### config.mk
export PLATFORM = sky130hd
export DESIGN_NAME = regfile_write_scheduler
export DESIGN_NICKNAME = d
export VERILOG_FILES = /design/src/rtl/regfile_write_scheduler_pkg.sv /design/src/rtl/regfile_write_scheduler_rr_arbiter.sv /design/src/rtl/regfile_write_scheduler.sv
export SDC_FILE = /design/constraint.sdc
export NUM_CORES = 1
export LEC_CHECK = 0
export BUFFER_PORTS_ARGS = -buffer_cell sky130_fd_sc_hd__clkbuf_2
export CAP_MARGIN = 40
export CORE_AREA = 2 2 78 80
export DETAILED_ROUTE_END_ITERATION = 10
export DIE_AREA = 0 0 80 82
export HOLD_SLACK_MARGIN = 0.06
export PLACE_DENSITY = 0.84
export SLEW_MARGIN = 20
export SYNTH_ARGS = -nofsm -noshare
export SYNTH_HDL_FRONTEND = slang
export SYNTH_HIERARCHICAL = 1
export SYNTH_SLANG_ARGS = --single-unit
### constraint.sdc
create_clock -name clk -period 3.7 [get_ports clk]
set_clock_uncertainty 0.15 [all_clocks]
set_input_delay 0.37 -clock clk [delete_from_list [all_inputs] [get_ports clk]]
set_output_delay 0.37 -clock clk [all_outputs]
set_load 0.01 [all_outputs]
### src/rtl/regfile_write_scheduler_pkg.sv
// regfile_pkg: shared sizes and FSM state type for the register-file
// write-port scheduler.
package regfile_pkg;
  localparam int RF_ADDR_W   = 5;
  localparam int RF_DATA_W   = 32;
  localparam int RF_NUM_REGS = 32;

  typedef enum logic {ST_INIT, ST_RUN} rfw_state_t;
endpackage

### src/rtl/regfile_write_scheduler_rr_arbiter.sv
// rr_arbiter: purely combinational round-robin picker.
//   valid [N]  - request lines
//   ptr        - highest-priority index this cycle (register lives in parent)
//   grant [N]  - one-hot grant, all zero when nothing is valid
//   gidx       - index of the granted requester (0 when no grant)
module rr_arbiter #(
  parameter int N  = 3,
  parameter int PW = (N > 1) ? $clog2(N) : 1
) (
  input  logic [N-1:0]  valid,
  input  logic [PW-1:0] ptr,
  output logic [N-1:0]  grant,
  output logic [PW-1:0] gidx
);

  logic          found;
  logic [PW:0]   sum;   // one extra bit: ptr+k reaches at most 2N-2
  logic [PW-1:0] idx;

  always_comb begin
    grant = '0;
    gidx  = '0;
    found = 1'b0;
    sum   = '0;
    idx   = '0;
    for (int k = 0; k < N; k++) begin
      sum = {1'b0, ptr} + (PW+1)'(k);
      if (sum >= (PW+1)'(N)) sum = sum - (PW+1)'(N);
      idx = sum[PW-1:0];
      if (!found && valid[idx]) begin
        found      = 1'b1;
        grant[idx] = 1'b1;
        gidx       = idx;
      end
    end
  end

endmodule

### src/rtl/regfile_write_scheduler.sv
// regfile_write_scheduler: owns the register file's single write port.
// After reset (or clear_req) it writes zero to registers 0..NUM_REGS-1,
// one per cycle, then arbitrates NUM_REQ writeback requesters round-robin.
//   clk, reset(active-low async)  - clock / reset
//   clear_req                     - pulse in RUN restarts the clear sequence
//   req_valid/req_addr/req_data   - per-requester write requests (flat slices)
//   req_ready                     - combinational one-hot grant
//   rf_regWrite/rf_writeRegister/rf_writeData - registered write port
//   init_done                     - high while in RUN (clear complete)
import regfile_pkg::*;

module regfile_write_scheduler #(
  parameter int NUM_REQ  = 3,
  parameter int DATA_W   = RF_DATA_W,
  parameter int ADDR_W   = RF_ADDR_W,
  parameter int NUM_REGS = RF_NUM_REGS
) (
  input  logic                      clk,
  input  logic                      reset,
  input  logic                      clear_req,
  input  logic [NUM_REQ-1:0]        req_valid,
  input  logic [NUM_REQ*ADDR_W-1:0] req_addr,
  input  logic [NUM_REQ*DATA_W-1:0] req_data,
  output logic [NUM_REQ-1:0]        req_ready,
  output logic                      rf_regWrite,
  output logic [ADDR_W-1:0]         rf_writeRegister,
  output logic [DATA_W-1:0]         rf_writeData,
  output logic                      init_done
);

  localparam int PW = (NUM_REQ > 1) ? $clog2(NUM_REQ) : 1;

  rfw_state_t          state_q, state_d;
  logic [ADDR_W:0]     clr_idx;   // extra bit: counts to NUM_REGS without wrapping
  logic [PW-1:0]       rr_ptr, rr_nxt;
  logic [NUM_REQ-1:0]  grant;
  logic [PW-1:0]       gidx;
  logic [ADDR_W-1:0]   sel_addr;
  logic [DATA_W-1:0]   sel_data;
  logic                clr_last;

  rr_arbiter #(.N(NUM_REQ), .PW(PW)) u_arb (
    .valid (req_valid),
    .ptr   (rr_ptr),
    .grant (grant),
    .gidx  (gidx)
  );

  assign clr_last = (clr_idx == (ADDR_W+1)'(NUM_REGS-1));
  assign rr_nxt   = (gidx == PW'(NUM_REQ-1)) ? '0 : gidx + 1'b1;

  // State register
  always_ff @(posedge clk or negedge reset) begin
    if (!reset) state_q <= ST_INIT;
    else        state_q <= state_d;
  end

  // Next state + grant gating. A clear request in RUN takes the port for
  // that cycle, so nobody is granted.
  always_comb begin
    state_d   = state_q;
    req_ready = '0;
    case (state_q)
      ST_INIT: if (clr_last) state_d = ST_RUN;
      ST_RUN: begin
        if (clear_req) state_d   = ST_INIT;
        else           req_ready = grant;
      end
      default: state_d = ST_INIT;
    endcase
  end

  // Mux the granted requester's slice (req_ready is one-hot or zero)
  always_comb begin
    sel_addr = '0;
    sel_data = '0;
    for (int i = 0; i < NUM_REQ; i++) begin
      if (req_ready[i]) begin
        sel_addr = sel_addr | req_addr[i*ADDR_W +: ADDR_W];
        sel_data = sel_data | req_data[i*DATA_W +: DATA_W];
      end
    end
  end

  always_ff @(posedge clk or negedge reset) begin
    if (!reset) begin
      clr_idx          <= '0;
      rr_ptr           <= '0;
      rf_regWrite      <= 1'b0;
      rf_writeRegister <= '0;
      rf_writeData     <= '0;
      init_done        <= 1'b0;
    end else begin
      rf_regWrite <= 1'b0;
      case (state_q)
        ST_INIT: begin
          rf_regWrite      <= 1'b1;
          rf_writeRegister <= clr_idx[ADDR_W-1:0];
          rf_writeData     <= '0;
          clr_idx          <= clr_idx + 1'b1;
          if (clr_last) init_done <= 1'b1;
        end
        ST_RUN: begin
          if (clear_req) begin
            clr_idx   <= '0;
            init_done <= 1'b0;
          end else if (|req_ready) begin
            // r0 is hardwired zero: complete the handshake but never write it
            rf_regWrite      <= (sel_addr != '0);
            rf_writeRegister <= sel_addr;
            rf_writeData     <= sel_data;
            rr_ptr           <= rr_nxt;
          end
        end
        default: ;
      endcase
    end
  end

endmodule

==> metrics.cfg, run 1 <==
[finish]
final_layout_size_suffix_gt1_share_pct = 46.7
layout_common_cells = clkbuf_2 (158), dfrtp_1 (48), a22o_1 (33), a221o_1 (33), nand2_1 (10)
final-seq-area_um2 = 1200
layoutNonFillerInstCount = 456
area_growth_syn_to_layout_pct = 36.5
nets = 502
antenna_cells = 0
stdcell_area_um2 = 3530
final_common_cell = clkbuf_2
utilization_pct = 61.4
multi_input_area_um2 = 1220
fillers = 484

[global_route]
grt_pass1_wl_mm = 11.5
grt-ovfl-total = 0
grt_max_degree = 49
grt_pass1_vias = 2534
grt_usage_pct = 22.2
antenna_found_initial = 0

[power_and_ir_drop]
power.share.clock_pct = 21.0
power_mw = 1.84
internal_power_mw = 1.16
vdd_ir_drop_max_mv = 0.265
seq_power_share_pct = 38.7
p_switching_mw = 0.680
p_comb_share_pct = 40.3
power.density_nw_per_um2 = 521
leakage_nw = 1.87
sw_frac_of_total_pct = 37.0

[routing]
post_drt_wl_per_cell_um = 15.7
drtPass1Iterations = 4
via_count = 2609
final_antenna_net_count = 0
drt-total-wl_mm = 7.17
remaining_drc_errors = 0
viasPerCell = 5.72
drtIter0Drc = 166

[critical_path]
worst-r2r-setup-slack_ns = 0.49
r2r_start = rr_ptr[1]
start_kind = flip-flop
cp-end-kind = output pin
critical_path_arrival_ns = 2.84
r2r_cells = 10
worstPathRequired_ns = 3.18
worstSetupPathType = reg -> out
worstReg2RegEnd = rf_writeData[20]
path_max_fanout = 11

[placed_design]
io_buffers = 158
dp_cells = 447
gp_congestion = 0.875
hpwl_mm = 5.66
pre_cts_slack_ns = 0.519
post_dp_cell_area_um2 = 3400

[min_path]
hold_depth = 2
min_to = rf_writeData[31]
hold_class = in -> reg
hold_path_startpoint = req_data[63]

[clocking]
cts_setup_buffers = 0
cts_buffers = 5
h-tree-depth = 2
root_buffer = clkbuf_8
clock_sink_count = 48
cts_buffer_depth = 2
cts_tree = done
clk_latency_ns = 0.30
clkTransAtPathRegs_ns = 0.09

[timing]
hold_viol_final = 0
fin_crit_sh_pct = 90.9
worstMarginPinSlew_ns = 0.589
finalSetupTns_ns = 0
min_period_ns = 3.36
slew_headroom_pct = 60.7
final-setup-viol-count = 0
max_clock_freq_mhz = 297
rsz0062_at_grt = false
whs_ns = 0.137
setup_ws_ns = 0.336
slew_violations = 0

[yosys]
syn_area_um2 = 2580
yosysSeqAreaShare_pct = 46.5
postSynthAreaPerCell_um2 = 11.4
yosysTopAreaCellShare_pct = 46.5
synth_area_leaders = dfrtp_1 (46%), a221o_1 (13%), a22o_1 (11%), buf_6 (3.1%), ha_1 (2.4%)
async_flop_share_pct = 100
synthDistinctLibCells = 42
yosys_register_bits = 48
synth_ff_type = dfrtp_1
yosys.area.top_type = dfrtp_1
netlist_instances = 226
synthesis.nets = 348
synth_edf_count = 0
yosys_warnings = 6

[floorplanning]
ioPinCount = 159
rows = 28
die_h_um = 82
core_um2 = 5750
die_area_um2 = 6560
fp.dieW_um = 80
start_util_pct = 45.0

[flow_run]
cap_viol_max_count = 0

[status]
status = finished, final reports clean

[Yosys cell counts (2+ instances only)]
cell type / instances
a21oi_1: 6
a221o_1: 33
a222oi_1: 5
a22o_1: 33
and3b_1: 3
buf_2: 8
buf_6: 7
clkbuf_1: 4
dfrtp_1: 48
ha_1: 5
inv_1: 7
mux2i_1: 2
nand2_1: 10
nand2b_1: 3
nand3_1: 5
nor2_1: 5
nor2b_1: 2
o211ai_1: 3
o21a_1: 3
o21ai_0: 7
o22ai_1: 3
o31ai_1: 2
or2_1: 2
xnor2_1: 2
[critical path, stage by stage (launching register included)]
cell and delay, ns:
dfrtp_1 0.41, inv_1 0.09, ha_1 0.34, mux2i_1 0.34, a32o_1 0.23, a2bb2oi_2 0.07
nor2_1 0.32, and3b_1 0.51, clkbuf_2 0.22
[worst max path at each step]
stage                    from                  end  slack, ns  cells past startpoint
floorplan           rr_ptr[1]      rf_writeData[0]       1.15                     11
global placement    rr_ptr[1]  rf_writeRegister[2]       0.72                     10
detailed placement  rr_ptr[1]      rf_writeData[3]       0.52                     10
CTS                 rr_ptr[1]         req_ready[0]       0.29                      8
global route        rr_ptr[1]         req_ready[1]       0.13                      8
finish              rr_ptr[1]         req_ready[1]       0.34                      8
[power groups by stage]
stage	combinational, mW	sequential, mW	clock [mW]
after floorplan	0.493	0.720	0
after global placement	0.702	0.716	0
after detailed placement	0.733	0.720	0
after CTS	0.736	0.710	0.396
after global routing	0.824	0.727	0.415
final	0.740	0.712	0.386
[cells by family after synthesis]
group,share of synthesized area [%]
buffers and inverters,6.49
multiplexers,0.775
AND/OR/NAND/NOR,7.89
flip-flops,46.5
adder cells (fa/ha/maj),2.42
XOR/XNOR,0.678
AO/OA/AOI/OAI,35.3
[routing by layer]
layer | wire length (um) | track usage, % | vias up
met5 | 0 | 0 | -
met4 | 94 | 6.61 | 0
met3 | 426 | 4.18 | 12
met2 | 3760 | 39.8 | 119
met1 | 2890 | 27.2 | 1247
li1 | - | - | 1231
[layout make-up]
type | count | area share (%)
repair buffers | 167 | 24.8
clock inverters | 3 | 1.31
flip-flops and latches | 48 | 34.1
multi-input cells | 151 | 34.5
inverters | 7 | 0.745
clock buffers | 5 | 1.95
well taps | 75 | 2.66
[flip-flops by register name, indices dropped and copies added, names as in the netlist]
| signal | flops |
|---|---|
| rf_regWrite | 1 |
| rr_ptr | 2 |
| rf_writeRegister | 5 |
| init_done | 1 |
| state_q | 1 |
| clr_idx | 6 |
| rf_writeData | 32 |
[repair_timing]
action | 4_1_cts | 5_1_grt
setup endpoints to repair | 0 | 1
hold endpoints to repair | 48 | 0
gates resized for setup | 0 | 1
hold buffers | 1 | 0
Note: power is estimated with default switching activity, not from simulation.
==> inputs of run 2 (changes only) <==
==> constraint.sdc (replaced) <==
create_clock -name clk -period 4 [get_ports clk]
set_clock_uncertainty 0.15 [all_clocks]
set_input_delay 0.4 -clock clk [delete_from_list [all_inputs] [get_ports clk]]
set_output_delay 0.4 -clock clk [all_outputs]
set_load 0.01 [all_outputs]
==> run 2 against run 1 <==
Die area did not move; wire length rose by 3.0%; critical endpoint is now rf_writeData[29]; sequential power down 7.9%; first-iteration DRC count is 26% higher; via count decreased by 0.77%; highest routed layer unchanged; critical path type is now reg -> reg; core utilization fell by 0.24 points; largest cell class unchanged.
==> metrics.cfg, run 2 (synthesis gave the netlist of run 1 again) <==
[floorplanning]
ioPinCount = 159  ; unchanged
die_area_um2 = 6560  ; unchanged
die_h_um = 82  ; unchanged
rows = 28  ; unchanged
start_util_pct = 45.0  ; unchanged
core_um2 = 5750  ; unchanged
fp.dieW_um = 80  ; unchanged

[critical_path]
worstPathRequired_ns = 4.08  ; was 3.18 ns
critPathMaxStageDelay_ns = 0.65  ; was 0.51 ns
path_max_fanout = 20  ; was 11
critical_path_arrival_ns = 3.54  ; was 2.84 ns
path_buf_inv = 2  ; unchanged
cpMaxStageDelayCell = o21a_1  ; was and3b_1
cp-end-kind = flip-flop  ; was output pin
crit_chain = inv_1 -> ha_1 -> mux2i_1 -> a211oi_1 -> a31oi_1 -> o22ai_1 -> nor3_2 -> o21a_1 -> buf_4 -> a221o_1  ; was inv_1 -> ha_1 -> mux2i_1 -> a32o_1 -> a2bb2oi_2 -> nor2_1 -> and3b_1 -> clkbuf_2
start_kind = flip-flop  ; unchanged
worstSetupPathType = reg -> reg  ; was reg -> out
path_delay_family = compound AO/OA/AOI/OAI gates  ; was simple AND/OR/NAND/NOR gates

[placed_design]
post_dp_cell_area_um2 = 3390  ; was 3400 um2
io_buffers = 158  ; unchanged
pre_cts_slack_ns = 0.572  ; was 0.519 ns
gp_congestion = 0.830  ; was 0.875
hpwl_mm = 5.74  ; was 5.66 mm

[power_and_ir_drop]
vdd_ir_drop_max_mv = 0.276  ; was 0.265 mV
leakage_nw = 1.87  ; about the same
power.density_nw_per_um2 = 483  ; was 521 nW/um2

[routing]
post_drt_wl_per_cell_um = 16.2  ; was 15.7 um
final_antenna_net_count = 0  ; unchanged
topRoutingLayerUsed = met4  ; unchanged
remaining_drc_errors = 0  ; unchanged
viasPerCell = 5.68  ; was 5.72
drt-total-wl_mm = 7.38  ; was 7.17 mm
drtPass1Iterations = 4  ; unchanged
met1Wirelength_mm = 2.99  ; was 2.89 mm
drtIter0Drc = 209  ; was 166
via_count = 2589  ; was 2609
wl_met2_mm = 3.85  ; was 3.76 mm
dr_wl_met3_um = 438  ; was 426 um

[clocking]
cts_setup_buffers = 0  ; unchanged
cts_repair_resize_count = 0  ; unchanged
cts_buffers = 5  ; unchanged
holdBufCountCts = 1  ; unchanged
h-tree-depth = 2  ; unchanged
clk_latency_ns = 0.30  ; about the same
clock_sink_count = 48  ; unchanged
clkTransAtPathRegs_ns = 0.10  ; was 0.09 ns
root_buffer = clkbuf_8  ; unchanged
cts_tree = done  ; unchanged
cts_buffer_depth = 2  ; unchanged

[timing]
slew_violations = 0  ; unchanged
min_period_ns = 3.46
setup_ws_ns = 0.543  ; was 0.336 ns
slew_headroom_pct = 50.7  ; was 60.7%
finalSetupTns_ns = 0  ; unchanged
hold_viol_final = 0  ; unchanged
fin_crit_sh_pct = 86.4
worstMarginPinSlew_ns = 0.739  ; was 0.589 ns
max_clock_freq_mhz = 289
rsz0062_at_grt = false  ; unchanged
final-setup-viol-count = 0  ; unchanged

[finish]
largest_reg_flops = 32  ; unchanged
final_layout_size_suffix_gt1_share_pct = 46.5  ; was 46.7%
stdcell_area_um2 = 3510  ; was 3530 um2
layout_common_cells = clkbuf_2 (158), dfrtp_1 (48), a22o_1 (33), a221o_1 (33), nand2_1 (10)  ; unchanged
final_common_cell = clkbuf_2  ; unchanged
antenna_cells = 0  ; unchanged
nets = 502  ; unchanged
area_growth_syn_to_layout_pct = 35.9  ; was 36.5%
reg_top3 = rf_writeData (32), clr_idx (6), rf_writeRegister (5)  ; unchanged
largest-register = rf_writeData  ; unchanged

[global_route]
grt_pass1_wl_mm = 11.0  ; was 11.5 mm
grt_max_degree = 49  ; unchanged
grt-ovfl-total = 0  ; unchanged
antenna_found_initial = 0  ; unchanged
grt_usage_pct = 21.6  ; was 22.2%
grt_pass1_vias = 2417  ; was 2534

[status]
status = finished, final reports clean  ; unchanged

[flow_run]
cap_viol_max_count = 0  ; unchanged

[min_path]
hold_class = in -> reg  ; unchanged

## run 2: final cells by class
cell class / instances / area [um2]
fillers: 518 / 2230
multi-input cells: 151 / 1210
flip-flops and latches: 48 / 1200
repair buffers: 167 / 861
well taps: 75 / 93.8
clock buffers: 5 / 68.8
clock inverters: 3 / 46.3
inverters: 7 / 26.3
## run 2: final timing paths
path / start / slack [ns] / cells after the start / to
max in group asynchronous: reset / 2.73 / 3 / rf_writeData[23]
worst max register to register: rr_ptr[1] / 0.54 / 10 / rf_writeData[29]
min in group asynchronous: reset / 0.55 / 3 / rr_ptr[0]
worst min-delay path: req_data[44] / 0.17 / 2 / rf_writeData[12]
worst max-delay path: rr_ptr[1] / 0.54 / 10 / rf_writeData[29]
worst min register to register: clr_idx[5] / 0.36 / 1 / clr_idx[5]
## run 2: stage by stage
stage	std cells	hold slack [ns]	utilization (%)	total power, mW
after CTS	456	0.164	61.1	1.70
final	456	0.173	61.1	1.70
after floorplan	226	-0.0456	-	1.12
after detailed placement	447	0.345	59.0	1.34
after global routing	456	0.165	61.1	1.81
after global placement	447	0.332	59.0	1.31
## run 2: routing by layer
layer | vias to the layer above | GRT usage (%)
met3 | 8 | 3.63
met1 | 1232 | 27.1
met5 | - | 0
met2 | 125 | 38.2
met4 | 0 | 6.78
li1 | 1224 | -
## run 2: report_power, final
part / switching, mW / internal (mW)
registers: 0.0805 / 0.575
clock network: 0.172 / 0.188
logic: 0.376 / 0.303
total: 0.628 / 1.07
==> inputs of run 3 (changes only) <==
--- a/config.mk
+++ b/config.mk
@@ -7,11 +7,14 @@
 export LEC_CHECK = 0
 export BUFFER_PORTS_ARGS = -buffer_cell sky130_fd_sc_hd__clkbuf_2
 export CAP_MARGIN = 40
-export CORE_AREA = 2 2 78 80
+export CORE_AREA = 2 2 77 79
+export CTS_BUF_LIST = sky130_fd_sc_hd__clkbuf_4 sky130_fd_sc_hd__clkbuf_8
 export DETAILED_ROUTE_END_ITERATION = 10
-export DIE_AREA = 0 0 80 82
+export DIE_AREA = 0 0 79 81
+export GPL_TIMING_DRIVEN = 0
 export HOLD_SLACK_MARGIN = 0.06
-export PLACE_DENSITY = 0.84
+export MAX_ROUTING_LAYER = met4
+export PLACE_DENSITY = 0.86
 export SLEW_MARGIN = 20
 export SYNTH_ARGS = -nofsm -noshare
 export SYNTH_HDL_FRONTEND = slang
==> run 3 against run 2 <==
Sequential share of layout area down 0.96 points; combinational power up 3%; core utilization up 2.5 points; worst setup slack better by 0.037 ns; via count up 1.9%; worst hold slack worse by 0.0078 ns; die area down 2.5%; maximum frequency up 1.1%; sequential cell count unchanged; global-route usage up 1.2 points; final cell count up 2.4%.
==> metrics.cfg, run 3 (synthesis gave the netlist of run 1 again) <==
[routing]
final_antenna_net_count = 0  ; unchanged
drtIter0Drc = 215  ; was 209
drt-total-wl_mm = 7.41  ; was 7.38 mm
viasPerCell = 5.65  ; was 5.68
via_count = 2639  ; was 2589
post_drt_wl_per_cell_um = 15.9  ; was 16.2 um
drtPass1Iterations = 5  ; was 4
remaining_drc_errors = 0  ; unchanged

[finish]
stdcell_area_um2 = 3610  ; was 3510 um2
largest-register = rf_writeData  ; unchanged
antenna_cells = 0  ; unchanged
layout_common_cells = clkbuf_2 (156), dfrtp_1 (48), a22o_1 (33), a221o_1 (33), nand2_1 (10)  ; was clkbuf_2 (158), dfrtp_1 (48), a22o_1 (33), a221o_1 (33), nand2_1 (10)
final_layout_size_suffix_gt1_share_pct = 46.9  ; was 46.5%
area_growth_syn_to_layout_pct = 39.9  ; was 35.9%
largest_reg_flops = 32  ; unchanged
final_common_cell = clkbuf_2  ; unchanged
nets = 513  ; was 502
fillers = 482  ; was 518
reg_top3 = rf_writeData (32), clr_idx (6), rf_writeRegister (5)  ; unchanged

[critical_path]
path_buf_inv = 5  ; was 2
critical_path_arrival_ns = 2.87  ; was 3.54 ns
worst-r2r-setup-slack_ns = 0.99  ; was 0.54 ns
worstSetupPathType = reg -> out  ; was reg -> reg
r2r_start = rr_ptr[1]  ; unchanged
critPathMaxStageDelay_ns = 0.43  ; was 0.65 ns
cp_common_cell = buf_2
path_delay_family = buffers and inverters  ; was compound AO/OA/AOI/OAI gates
r2r_cells = 11  ; was 10
cpMaxStageDelayCell = dfrtp_1  ; was o21a_1
worstPathRequired_ns = 3.45  ; was 4.08 ns
crit_chain = inv_1 -> ha_1 -> buf_6 -> mux2i_1 -> a32o_1 -> a2bb2oi_2 -> nor2_1 -> and3b_1 -> buf_2 -> buf_2 -> clkbuf_2  ; was inv_1 -> ha_1 -> mux2i_1 -> a211oi_1 -> a31oi_1 -> o22ai_1 -> nor3_2 -> o21a_1 -> buf_4 -> a221o_1
start_kind = flip-flop  ; unchanged
path_max_fanout = 10  ; was 20
cp-end-kind = output pin  ; was flip-flop
worstReg2RegEnd = rf_writeData[19]  ; was rf_writeData[29]

[clocking]
cts_repair_resize_count = 0  ; unchanged
root_buffer = clkbuf_8  ; unchanged
cts_setup_buffers = 0  ; unchanged
clkTransAtPathRegs_ns = 0.10  ; about the same
cts_buffers = 5  ; unchanged
cts_tree = done  ; unchanged
clock_sink_count = 48  ; unchanged
h-tree-depth = 2  ; unchanged
clk_latency_ns = 0.31  ; was 0.30 ns
cts_buffer_depth = 2  ; unchanged

[placed_design]
hpwl_mm = 5.75  ; was 5.74 mm
post_dp_cell_area_um2 = 3470  ; was 3390 um2
io_buffers = 157  ; was 158
gp_congestion = 0.899  ; was 0.830

[timing]
final-setup-viol-count = 0  ; unchanged
worstMarginPinSlew_ns = 0.642  ; was 0.739 ns
max_clock_freq_mhz = 292  ; was 289 MHz
slew_headroom_pct = 57.2  ; was 50.7%
slew_violations = 0  ; unchanged
finalSetupTns_ns = 0  ; unchanged
whs_ns = 0.165  ; was 0.173 ns
hold_viol_final = 0  ; unchanged
rsz0062_at_grt = false  ; unchanged
min_period_ns = 3.42  ; was 3.46 ns
fin_crit_sh_pct = 85.5  ; was 86.4%

[global_route]
grt_usage_pct = 22.8  ; was 21.6%
grt_pass1_wl_mm = 11.2  ; was 11.0 mm
grt_pass1_vias = 2422  ; was 2417
antenna_found_initial = 0  ; unchanged
grt_max_degree = 49  ; unchanged
grt-ovfl-total = 0  ; unchanged

[power_and_ir_drop]
vdd_ir_drop_max_mv = 0.233  ; was 0.276 mV
sw_frac_of_total_pct = 35.6  ; was 37.0%
power.share.clock_pct = 23.9  ; was 21.2%
internal_power_mw = 1.14  ; was 1.07 mW
p_comb_share_pct = 39.3  ; was 40.1%
p_switching_mw = 0.633  ; was 0.628 mW
seq_power_share_pct = 36.8  ; was 38.7%
leakage_nw = 1.93  ; was 1.87 nW
power.density_nw_per_um2 = 492  ; was 483 nW/um2

[flow_run]
cap_viol_max_count = 0  ; unchanged

[status]
status = finished, final reports clean  ; unchanged

[floorplanning]
rows = 28  ; unchanged
core_um2 = 5680  ; was 5750 um2
start_util_pct = 45.5  ; was 45.0%
die_h_um = 81  ; was 82 um
ioPinCount = 159  ; unchanged
fp.dieW_um = 79  ; was 80 um
die_area_um2 = 6400  ; was 6560 um2

[min_path]
hold_depth = 2  ; unchanged
hold_path_startpoint = req_data[47]  ; was req_data[44]
hold_class = in -> reg  ; unchanged
min_to = rf_writeData[15]  ; was rf_writeData[12]

## run 3: cell count changes in the layout (fill, tap and decap cells not counted)
cell,change
buf_2,+8
clkinvlp_4,-1
buf_6,+7
bufinv_16,+1
clkbuf_4,+1
clkbuf_2,-2
clkbuf_1,+4
buf_4,-7
## run 3: how the worst max path moves through the flow
stage | startpoint | end | slack [ns] | cells after the start
finish | rr_ptr[1] | req_ready[1] | 0.58 | 11
global route | rr_ptr[1] | req_ready[1] | 0.36 | 11
CTS | rr_ptr[1] | req_ready[1] | 0.60 | 11
detailed placement | rr_ptr[1] | req_ready[1] | 0.91 | 11
global placement | rr_ptr[1] | req_ready[1] | 0.98 | 11
floorplan | rr_ptr[1] | req_ready[1] | 1.44 | 10
## run 3: layer usage
| metal | wire length, um | share of wire, % | up-vias | GRT usage (%) |
|---|---|---|---|---|
| li1 | - | - | 1249 | - |
| met1 | 3150 | 43 | 1275 | 28.5 |
| met2 | 3800 | 51 | 107 | 39.4 |
| met3 | 397 | 5.4 | 8 | 3.44 |
| met4 | 57 | 0.77 | 0 | 5.34 |
| met5 | 0 | 0 | - | - |
## run 3: timing repair
action	CTS	global route
hold buffers	1	0
hold endpoints to repair	48	0
setup endpoints to repair	0	0
## run 3: power groups by stage
stage / logic (mW) / clock network [mW] / registers, mW
2_1_floorplan: 0.456 / 0 / 0.666
3_5_place_dp: 0.694 / 0 / 0.662
6_report: 0.699 / 0.425 / 0.654
4_1_cts: 0.697 / 0.428 / 0.652
3_3_place_gp: 0.676 / 0 / 0.657
5_1_grt: 0.781 / 0.443 / 0.664
## run 3: area by class of cell
cell class              instances  area, um2  area share, %
plain buffers                  20        141           3.91
inverters                       7       26.3          0.727
clock inverters                 3       68.8           1.90
flip-flops and latches         48       1200           33.2
multi-input cells             151       1210           33.6
well taps                      75       93.8           2.60
repair buffers                158        798           22.1
clock buffers                   5       68.8           1.90
## run 3: per-stage QoR
stage / setup slack, ns / power [mW] / std cells / utilization (%)
floorplan: 1.44 / 1.12 / 226 / -
global placement: 0.975 / 1.33 / 458 / 61.0
detailed placement: 0.915 / 1.36 / 458 / 61.1
CTS: 0.598 / 1.78 / 467 / 63.7
global route: 0.357 / 1.89 / 467 / 63.7
finish: 0.580 / 1.78 / 467 / 63.7
